$ cat src/rtl/rgb_level_arbiter_if.sv
// Bundle for rgb_level_arbiter: per-channel requests, readback select, and the
// grant/level/readback/busy outputs. The master drives requests; the arbiter is the slave.
interface rgb_level_arbiter_if #(
  parameter int unsigned WIDTH = 8
);
  logic [2:0]       req;
  logic [2:0]       req_dir;
  logic [1:0]       enc_sel;
  logic [2:0]       grant;
  logic [WIDTH-1:0] level0;
  logic [WIDTH-1:0] level1;
  logic [WIDTH-1:0] level2;
  logic [WIDTH-1:0] enc_val;
  logic             busy;

  modport master (
    output req, req_dir, enc_sel,
    input  grant, level0, level1, level2, enc_val, busy
  );

  modport slave (
    input  req, req_dir, enc_sel,
    output grant, level0, level1, level2, enc_val, busy
  );
endinterface

$ cat src/rtl/rgb_level_arbiter.sv
// Three RGB channel levels sharing one +/-1 datapath through an IDLE -> READ -> WRITE FSM
// with round-robin arbitration. One committed update every three cycles.
// Optional feature: define RGB_LEVEL_WRAP_EN to wrap at the level bounds instead of saturating.
module rgb_level_arbiter #(
  parameter int unsigned WIDTH = 8
) (
  input logic                clk,
  input logic                reset,
  rgb_level_arbiter_if.slave bus
);

  typedef enum logic [1:0] {StIdle, StRead, StWrite} state_e;

  state_e           state_q;
  logic [1:0]       ptr_q;      // last granted channel
  logic [1:0]       win_q;      // channel owning the transaction in flight
  logic [WIDTH-1:0] op_q;
  logic             dir_q;
  logic [2:0]       grant_q;
  logic             busy_q;
  logic [WIDTH-1:0] level_q [3];
  logic [WIDTH-1:0] enc_q;

  logic [1:0]       rr_win;
  logic [WIDTH-1:0] win_level;
  logic             win_dir;
  logic [WIDTH-1:0] op_res;
  logic [WIDTH-1:0] enc_mux;

  function automatic logic [1:0] rr_next(input logic [1:0] p);
    return (p == 2'd2) ? 2'd0 : p + 2'd1;
  endfunction

  // Round-robin pick: search starts at the channel after the last grant.
  always_comb begin
    logic [1:0] c0;
    logic [1:0] c1;
    c0 = rr_next(ptr_q);
    c1 = rr_next(c0);
    rr_win = ptr_q;
    if (bus.req[c0]) begin
      rr_win = c0;
    end else if (bus.req[c1]) begin
      rr_win = c1;
    end
  end

  // Operand source for the READ state.
  always_comb begin
    win_level = level_q[0];
    win_dir   = bus.req_dir[0];
    unique case (win_q)
      2'd1: begin
        win_level = level_q[1];
        win_dir   = bus.req_dir[1];
      end
      2'd2: begin
        win_level = level_q[2];
        win_dir   = bus.req_dir[2];
      end
      default: begin
        win_level = level_q[0];
        win_dir   = bus.req_dir[0];
      end
    endcase
  end

  // Shared adder/subtractor with bound handling.
  always_comb begin
`ifdef RGB_LEVEL_WRAP_EN
    op_res = dir_q ? op_q + WIDTH'(1) : op_q - WIDTH'(1);
`else
    op_res = op_q;
    if (dir_q && (op_q != '1)) begin
      op_res = op_q + WIDTH'(1);
    end else if (!dir_q && (op_q != '0)) begin
      op_res = op_q - WIDTH'(1);
    end
`endif
  end

  // Readback select; code 3 reads as zero.
  always_comb begin
    enc_mux = '0;
    unique case (bus.enc_sel)
      2'd0:    enc_mux = level_q[0];
      2'd1:    enc_mux = level_q[1];
      2'd2:    enc_mux = level_q[2];
      default: enc_mux = '0;
    endcase
  end

  // FSM, level registers, grant pulse and readback register.
  always_ff @(posedge clk or posedge reset) begin
    if (reset) begin
      state_q    <= StIdle;
      ptr_q      <= 2'd2;
      win_q      <= 2'd0;
      op_q       <= '0;
      dir_q      <= 1'b0;
      grant_q    <= 3'b000;
      busy_q     <= 1'b0;
      level_q[0] <= '0;
      level_q[1] <= '0;
      level_q[2] <= '0;
      enc_q      <= '0;
    end else begin
      grant_q <= 3'b000;
      enc_q   <= enc_mux;
      unique case (state_q)
        StIdle: begin
          if (|bus.req) begin
            win_q   <= rr_win;
            busy_q  <= 1'b1;
            state_q <= StRead;
          end
        end
        StRead: begin
          op_q    <= win_level;
          dir_q   <= win_dir;
          state_q <= StWrite;
        end
        StWrite: begin
          for (int i = 0; i < 3; i++) begin
            if (win_q == 2'(i)) begin
              level_q[i] <= op_res;
            end
          end
          grant_q <= 3'b001 << win_q;
          ptr_q   <= win_q;
          busy_q  <= 1'b0;
          state_q <= StIdle;
        end
        default: begin
          busy_q  <= 1'b0;
          state_q <= StIdle;
        end
      endcase
    end
  end

  assign bus.grant   = grant_q;
  assign bus.busy    = busy_q;
  assign bus.level0  = level_q[0];
  assign bus.level1  = level_q[1];
  assign bus.level2  = level_q[2];
  assign bus.enc_val = enc_q;

endmodule

$ cat src/flat_wrapper.sv
// flat-port wrapper written by rule: the top's interface ports become plain ports
module rgb_level_arbiter_flat 
#(
  parameter int unsigned WIDTH = 8
)
  (clk, reset, bus_req, bus_req_dir, bus_enc_sel, bus_grant, bus_level0, bus_level1, bus_level2, bus_enc_val, bus_busy);
  rgb_level_arbiter_if #(.WIDTH(WIDTH)) bus_i ();
  input logic clk;
  input logic reset;
  input wire logic [$bits(bus_i.req)-1:0] bus_req;
  input wire logic [$bits(bus_i.req_dir)-1:0] bus_req_dir;
  input wire logic [$bits(bus_i.enc_sel)-1:0] bus_enc_sel;
  output wire logic [$bits(bus_i.grant)-1:0] bus_grant;
  output wire logic [$bits(bus_i.level0)-1:0] bus_level0;
  output wire logic [$bits(bus_i.level1)-1:0] bus_level1;
  output wire logic [$bits(bus_i.level2)-1:0] bus_level2;
  output wire logic [$bits(bus_i.enc_val)-1:0] bus_enc_val;
  output wire logic [$bits(bus_i.busy)-1:0] bus_busy;
  assign bus_i.req = bus_req;
  assign bus_i.req_dir = bus_req_dir;
  assign bus_i.enc_sel = bus_enc_sel;
  assign bus_grant = bus_i.grant;
  assign bus_level0 = bus_i.level0;
  assign bus_level1 = bus_i.level1;
  assign bus_level2 = bus_i.level2;
  assign bus_enc_val = bus_i.enc_val;
  assign bus_busy = bus_i.busy;
  rgb_level_arbiter #(.WIDTH(WIDTH)) u_core (.clk(clk), .reset(reset), .bus(bus_i));
endmodule
$ cat config.mk
export PLATFORM = sky130hd
export DESIGN_NAME = rgb_level_arbiter_flat
export DESIGN_NICKNAME = d
export VERILOG_FILES = /design/src/rtl/rgb_level_arbiter_if.sv /design/src/rtl/rgb_level_arbiter.sv /design/src/flat_wrapper.sv
export SDC_FILE = /design/constraint.sdc
export NUM_CORES = 1
export LEC_CHECK = 0
export ABC_AREA = 1
export CAP_MARGIN = 5
export CORE_MARGIN = 2
export CORE_UTILIZATION = 40
export CTS_CLUSTER_DIAMETER = 40
export DETAILED_ROUTE_END_ITERATION = 10
export PLACE_DENSITY_LB_ADDON = 0.2
export SLEW_MARGIN = 10
export SYNTH_ARGS = -nofsm -noshare
export SYNTH_HDL_FRONTEND = slang
export SYNTH_SLANG_ARGS = --single-unit
$ cat constraint.sdc
create_clock -name clk -period 1.5 [get_ports clk]
set_input_delay 0.225 -clock clk [delete_from_list [all_inputs] [get_ports clk]]
set_output_delay 0.225 -clock clk [all_outputs]
set_load 0.02 [all_outputs]
**Yosys cells after proc, flatten, opt, wreduce, memory -nomap -nowiden**

Cells that the tools add are included.

- $add $sub $neg: 4
- Magnitude comparators: 2
- Equality and inequality tests: 10
- Shift operators: 1
- Mux-type cells: 18
- Bitwise operators: 1
- Reduce and logical (&&, ||, !) cells: 13

Operator list:

| kind | count |
|---|---|
| 8-bit case mux with 3 select lines | 1 |
| 8-bit 2-to-1 mux | 2 |
| 8-bit case mux with 2 select lines | 1 |
| 2-bit equality test (second input constant) | 5 |
| 2-bit 2-to-1 mux | 5 |
| 2-bit AND reduction | 5 |
| 8-bit by 1-bit adder with 8-bit output (second input constant) | 1 |
| 8-bit != test (second input constant) | 1 |
| 8-bit nonzero test | 1 |
| 8-bit by 1-bit subtractor with 8-bit output (second input constant) | 1 |
| 2-bit by 1-bit equality test with 1-bit output (second input constant) | 3 |
| 2-bit zero test | 3 |
| 2-bit by 3-bit < comparator with 1-bit output (second input constant) | 2 |
| 2-bit by 1-bit adder with 2-bit output (second input constant) | 2 |
| 1-bit binary-select mux with 2-bit select | 2 |
| 1-bit case mux with 2 select lines | 2 |
| 2-bit case mux with 2 select lines | 1 |
| 1-bit 2-to-1 mux | 3 |
| 3-bit 2-to-1 mux | 1 |
| 3-bit OR reduction | 1 |
| 1-bit by 2-bit << shifter with 3-bit output (first input constant) | 1 |
| 1-bit logical AND | 2 |
| 2-bit by 1-bit != test with 1-bit output (second input constant) | 1 |
| 1-bit zero test | 1 |
| 1-bit inverter | 1 |

- Flip-flop bits (word level): 51
- Input bits: 10
- Output and inout port bits: 36
- Word-level logic and storage cells: 60

**Longest topological paths before layout**

Gate-level depths: netlist of run 1.

- Word-level depth: 8
- Gate-level depth with buffers: 12

**Worst setup path after synthesis of run 1**

OpenSTA, ideal clock, no wires.

- Kind: register to register
- From: reg u_core.win_q[0]
- To: reg u_core.op_q[2]
- Arrival time: 1414 ps
- Required time: 1370 ps
- Setup slack: -44 ps
- Stages on the path, launching flop included: 8
- Path buffers: 2
- Cells stage by stage: dfrtp_1 > inv_1 > ha_1 > clkbuf_1 > clkbuf_1 > nand3_1 > o211ai_1 > o21ai_0

- Cells in the longest elaborated chain, start to end: 2
- Elaborated cells between the ends (all ways): 3
- Classes of those cells: eq/ne: 2; mux: 1

RTL lines:

| what | RTL line | source |
|---|---|---|
| start, declared | rgb_level_arbiter.sv:16 | `logic [1:0] win_q;` |
| start signal, assigned | rgb_level_arbiter.sv:113 | `win_q <= rr_win;` |
| 2-bit equality test / 2-bit by 1-bit equality test with 1-bit output (equally long branches) | rgb_level_arbiter.sv:52 | `unique case (win_q)` |
| 8-bit case mux with 2 select lines (*) | rgb_level_arbiter.sv:52 |  |
| end signal, assigned | rgb_level_arbiter.sv:119 | `op_q <= win_level;` |
| end, declared | rgb_level_arbiter.sv:17 | `logic [WIDTH-1:0] op_q;` |

Every way passes the cells marked *; elsewhere a longest branch is shown, timed or not.
A chain may end at the register's enable or synchronous reset.

**Worst setup path after layout of run 1**

- From: reg u_core.op_q[0]
- To: reg u_core.level_q, in the netlist u_core.bus.level1[7]

- Cells in the longest elaborated chain, start to end: 4
- Elaborated cells between the ends (all ways): 8
- Classes of those cells: add/sub: 2; eq/ne: 1; mux: 2; reduce/logical: 3

RTL lines:

| what | RTL line | source |
|---|---|---|
| parallel branches: the longest is 3 deep, another holds 8-bit by 1-bit subtractor with 8-bit output | -- |  |
| 8-bit 2-to-1 mux (*) | rgb_level_arbiter.sv:74 | `if (dir_q && (op_q != '1)) begin` |
| end signal, assigned by index | rgb_level_arbiter.sv:126 | `level_q[i] <= op_res;` |
| end, declared | rgb_level_arbiter.sv:21 | `logic [WIDTH-1:0] level_q [3];` |

Every way passes the cells marked *.

==> results of run 1 <==
==> state kept, by name, indices dropped and copies added, names as in the netlist <==
signal              flops
u_core.state_q          2
u_core.ptr_q            2
u_core.bus.level0       8
u_core.bus.level1       8
u_core.win_q            2
u_core.dir_q            1
u_core.bus.busy         1
u_core.bus.grant        3
u_core.bus.level2       8
u_core.bus.enc_val      8
u_core.op_q             8
==> per-layer routing <==
layer | wire (µm) | part of all wire [%]
met1 | 3769 | 44
met2 | 4283 | 50
met3 | 378 | 4.4
met4 | 81 | 0.95
met5 | 0 | 0
==> kinds of logic (layout without fill, tap and decap cells) <==
| logic type | Yosys count | count (layout) | share of synthesized area, % |
|---|---|---|---|
| buf+inv | 50 | 139 | 7.209 |
| simple gates | 202 | 202 | 31.96 |
| flops | 51 | 51 | 46.88 |
| compound gates | 47 | 47 | 10.24 |
| fa+ha+maj | 6 | 6 | 2.755 |
| xor+xnor | 3 | 3 | 0.9644 |
==> report_power, final <==
| group | switching (mW) | total (mW) | internal, mW |
|---|---|---|---|
| Combinational | 3.25 | 5.49 | 2.24 |
| Clock | 0.454 | 0.876 | 0.422 |
| Sequential | 0.591 | 2.53 | 1.94 |
==> worst paths after layout <==
path | slack (ns) | to | start
setup / recovery | -0.08 | u_core.bus.level1[7] | u_core.op_q[0]
hold / removal | 0.27 | u_core.bus.grant[0] | reset
setup reg to reg | -0.08 | u_core.bus.level1[7] | u_core.op_q[0]
hold reg to reg | 0.50 | u_core.bus.busy | u_core.bus.busy
max in group asynchronous | 1.00 | u_core.ptr_q[1] | reset
min in group clk | 0.50 | u_core.bus.busy | u_core.bus.busy
==> layout by cell type, fill, tap and decap left out, types with 8 or more instances in the layout <==
cell type,n
dfrtp_1,47
inv_1,32
inv_2,8
nand2_1,119
nand3_2,9
buf_4,37
nand3_1,18
dlygate4sd2_1,25
nor2_1,10
o211ai_1,9
clkdlybuf4s50_1,15
o21ai_0,21
nand2_4,10
nand2_2,17
a21oi_1,8
==> stage by stage <==
stage,total power [mW],setup TNS (ns),cells
6_report,8.891,-1.048,528
5_1_grt,9.521,-2.668,528
4_1_cts,8.407,-0.1926,523
3_5_place_dp,7.183,-2.344,509
3_3_place_gp,7.121,-1.986,509
2_1_floorplan,5.080,0,359
==> worst min-delay path: cells and delay by family <==
family	cells	cell delay (ns)
buffers and inverters	3	0.70
==> timing repair <==
action | CTS | global route
pin swaps | 23 | 18
gates resized for setup | 72 | 32
setup buffers | 6 | 5
setup endpoints to repair | 48 | 36
==> layout make-up <==
cell class / instances / share of cell area, %
Clock buffer: 8 / 2.523
Inverter: 42 / 4.100
Multi-Input combinational cell: 258 / 38.03
Sequential cell: 51 / 32.29
Tap cell: 80 / 2.523
Timing Repair Buffer: 89 / 20.53
==> metrics.txt, run 1 <==
CTS Buf Count 5; diode count 0; Die Width 86.54 µm; area delta synth->final 45.59%; GRT Max-Usage Layer met2; clk buf depth 2; RSZ-0062 raised after global routing yes; met3 usage 3.714%; Clock transition at path regs 0.09 ns; worst r2r path cells 8; Via density 5.199; die height 86.54 µm; outcome finished, violations left; DR vias 2745; final core occ 59.38%; 1st-iter DRT viols 197; syn nets 375; Post-Place Setup Slack -0.1644 ns; Unique masters post-synth 28; post-synth top area cell dfrtp_1; clk_skew 0.009096 ns; DR WL/cell 16.13 µm; fin crit share 105.1%; CTS sink count 51; max incr delay on CP 0.42 ns; top-area cell type share of the netlist area 45.91%; global routing usage on met1 31.70%; VDD IR max 1.153 mV; CP arrival 1.78 ns; total gr overflow 0; final max-slew violation count 0; Clock Latency Late Sink 0.31 ns; CP Data Required Time 1.71 ns; startpoint types flip-flop; H-tree levels 2; Multi-input gate area 0.001509 mm²; Syn Area/Cell 7.591 µm²; Cells after Synth 359; Synth area leaders dfrtp_1, nand2_1, nand3_1; CTS tree built; Filler Cells Inserted 604; Hold Buf Count CTS 0; Setup-failing EPs final 24; crit-path leading delay family simple AND/OR/NAND/NOR gates; layout cell share with drive strength beyond 1 26.79%; Seq cells post-synth 51; Fin. Hold Viols 0; gpl congestion 0.8867; sequential fraction of the synthesis area 46.88%; CP Depth 8; row count 30; Post-synth ARST share 100.0%; Crit-path slowest cell dfrtp_1; Die ar. 0.007489 mm²; num ports 46; Initial DRT Pass Iterations 5; max-cap viol count 0; final net count 463; Yosys warnings 0; initial core utilization 40.79%; gr usage total 23.69%; Core ar. 0.006681 mm²; CP Class reg -> reg; initial antenna violation count 0; Pleak 2.120 nW; clk root buf clkbuf_8; DP HPWL 6067 µm; met2 usage 40.21%; post-route ant nets 0; most common flop cell mapped by yosys dfrtp_1; hold crit path type in -> async; FF/Latch Area 0.001281 mm²; total wire length 8514 µm; vias in the first global route 2754; critical path, cell by cell ha_2 > nand2_4 > nor2_4 > nand3_4 > nand4_1 > nand3_2 > nand3_1 > nand2_1; fmax 634.5 MHz; area post-placement 0.003525 mm²; largest net degree at the start of global routing 27; area of the mapped netlist 0.002725 mm²; PwrDens 2241 mW/mm²; Setup WS post-layout -0.07615 ns; DRC viols 0; count leader, synth nand2_1; Slew HR 56.15%; failing checks negative setup slack; Critical Path End Type flip-flop; Post-synth EDFFs 0; crit-path max FO 4; CP bufs+invs 0; IO Port Bufs 45; Final Cell Area 0.003968 mm²; first-pass GRT wire length 13700 µm; Least-Margin Pin Slew 0.6553 ns; Final min period 1.576 ns; Hold WS 0.2656 ns; synth cell count leaders nand2_1, dfrtp_1, inv_1, nand3_1, o21ai_0
Note: power is estimated with default switching activity, not from simulation.
==> run 2, diff against run 1 <==
--- a/config.mk
+++ b/config.mk
@@ -6,6 +6,7 @@
 export NUM_CORES = 1
 export LEC_CHECK = 0
 export ABC_AREA = 1
+export ABC_CLOCK_PERIOD_IN_PS = 1500
 export CAP_MARGIN = 5
 export CORE_MARGIN = 2
 export CORE_UTILIZATION = 40
==> results of run 2 <==
Final layout, timing and power as in run 1 (identical DEF).
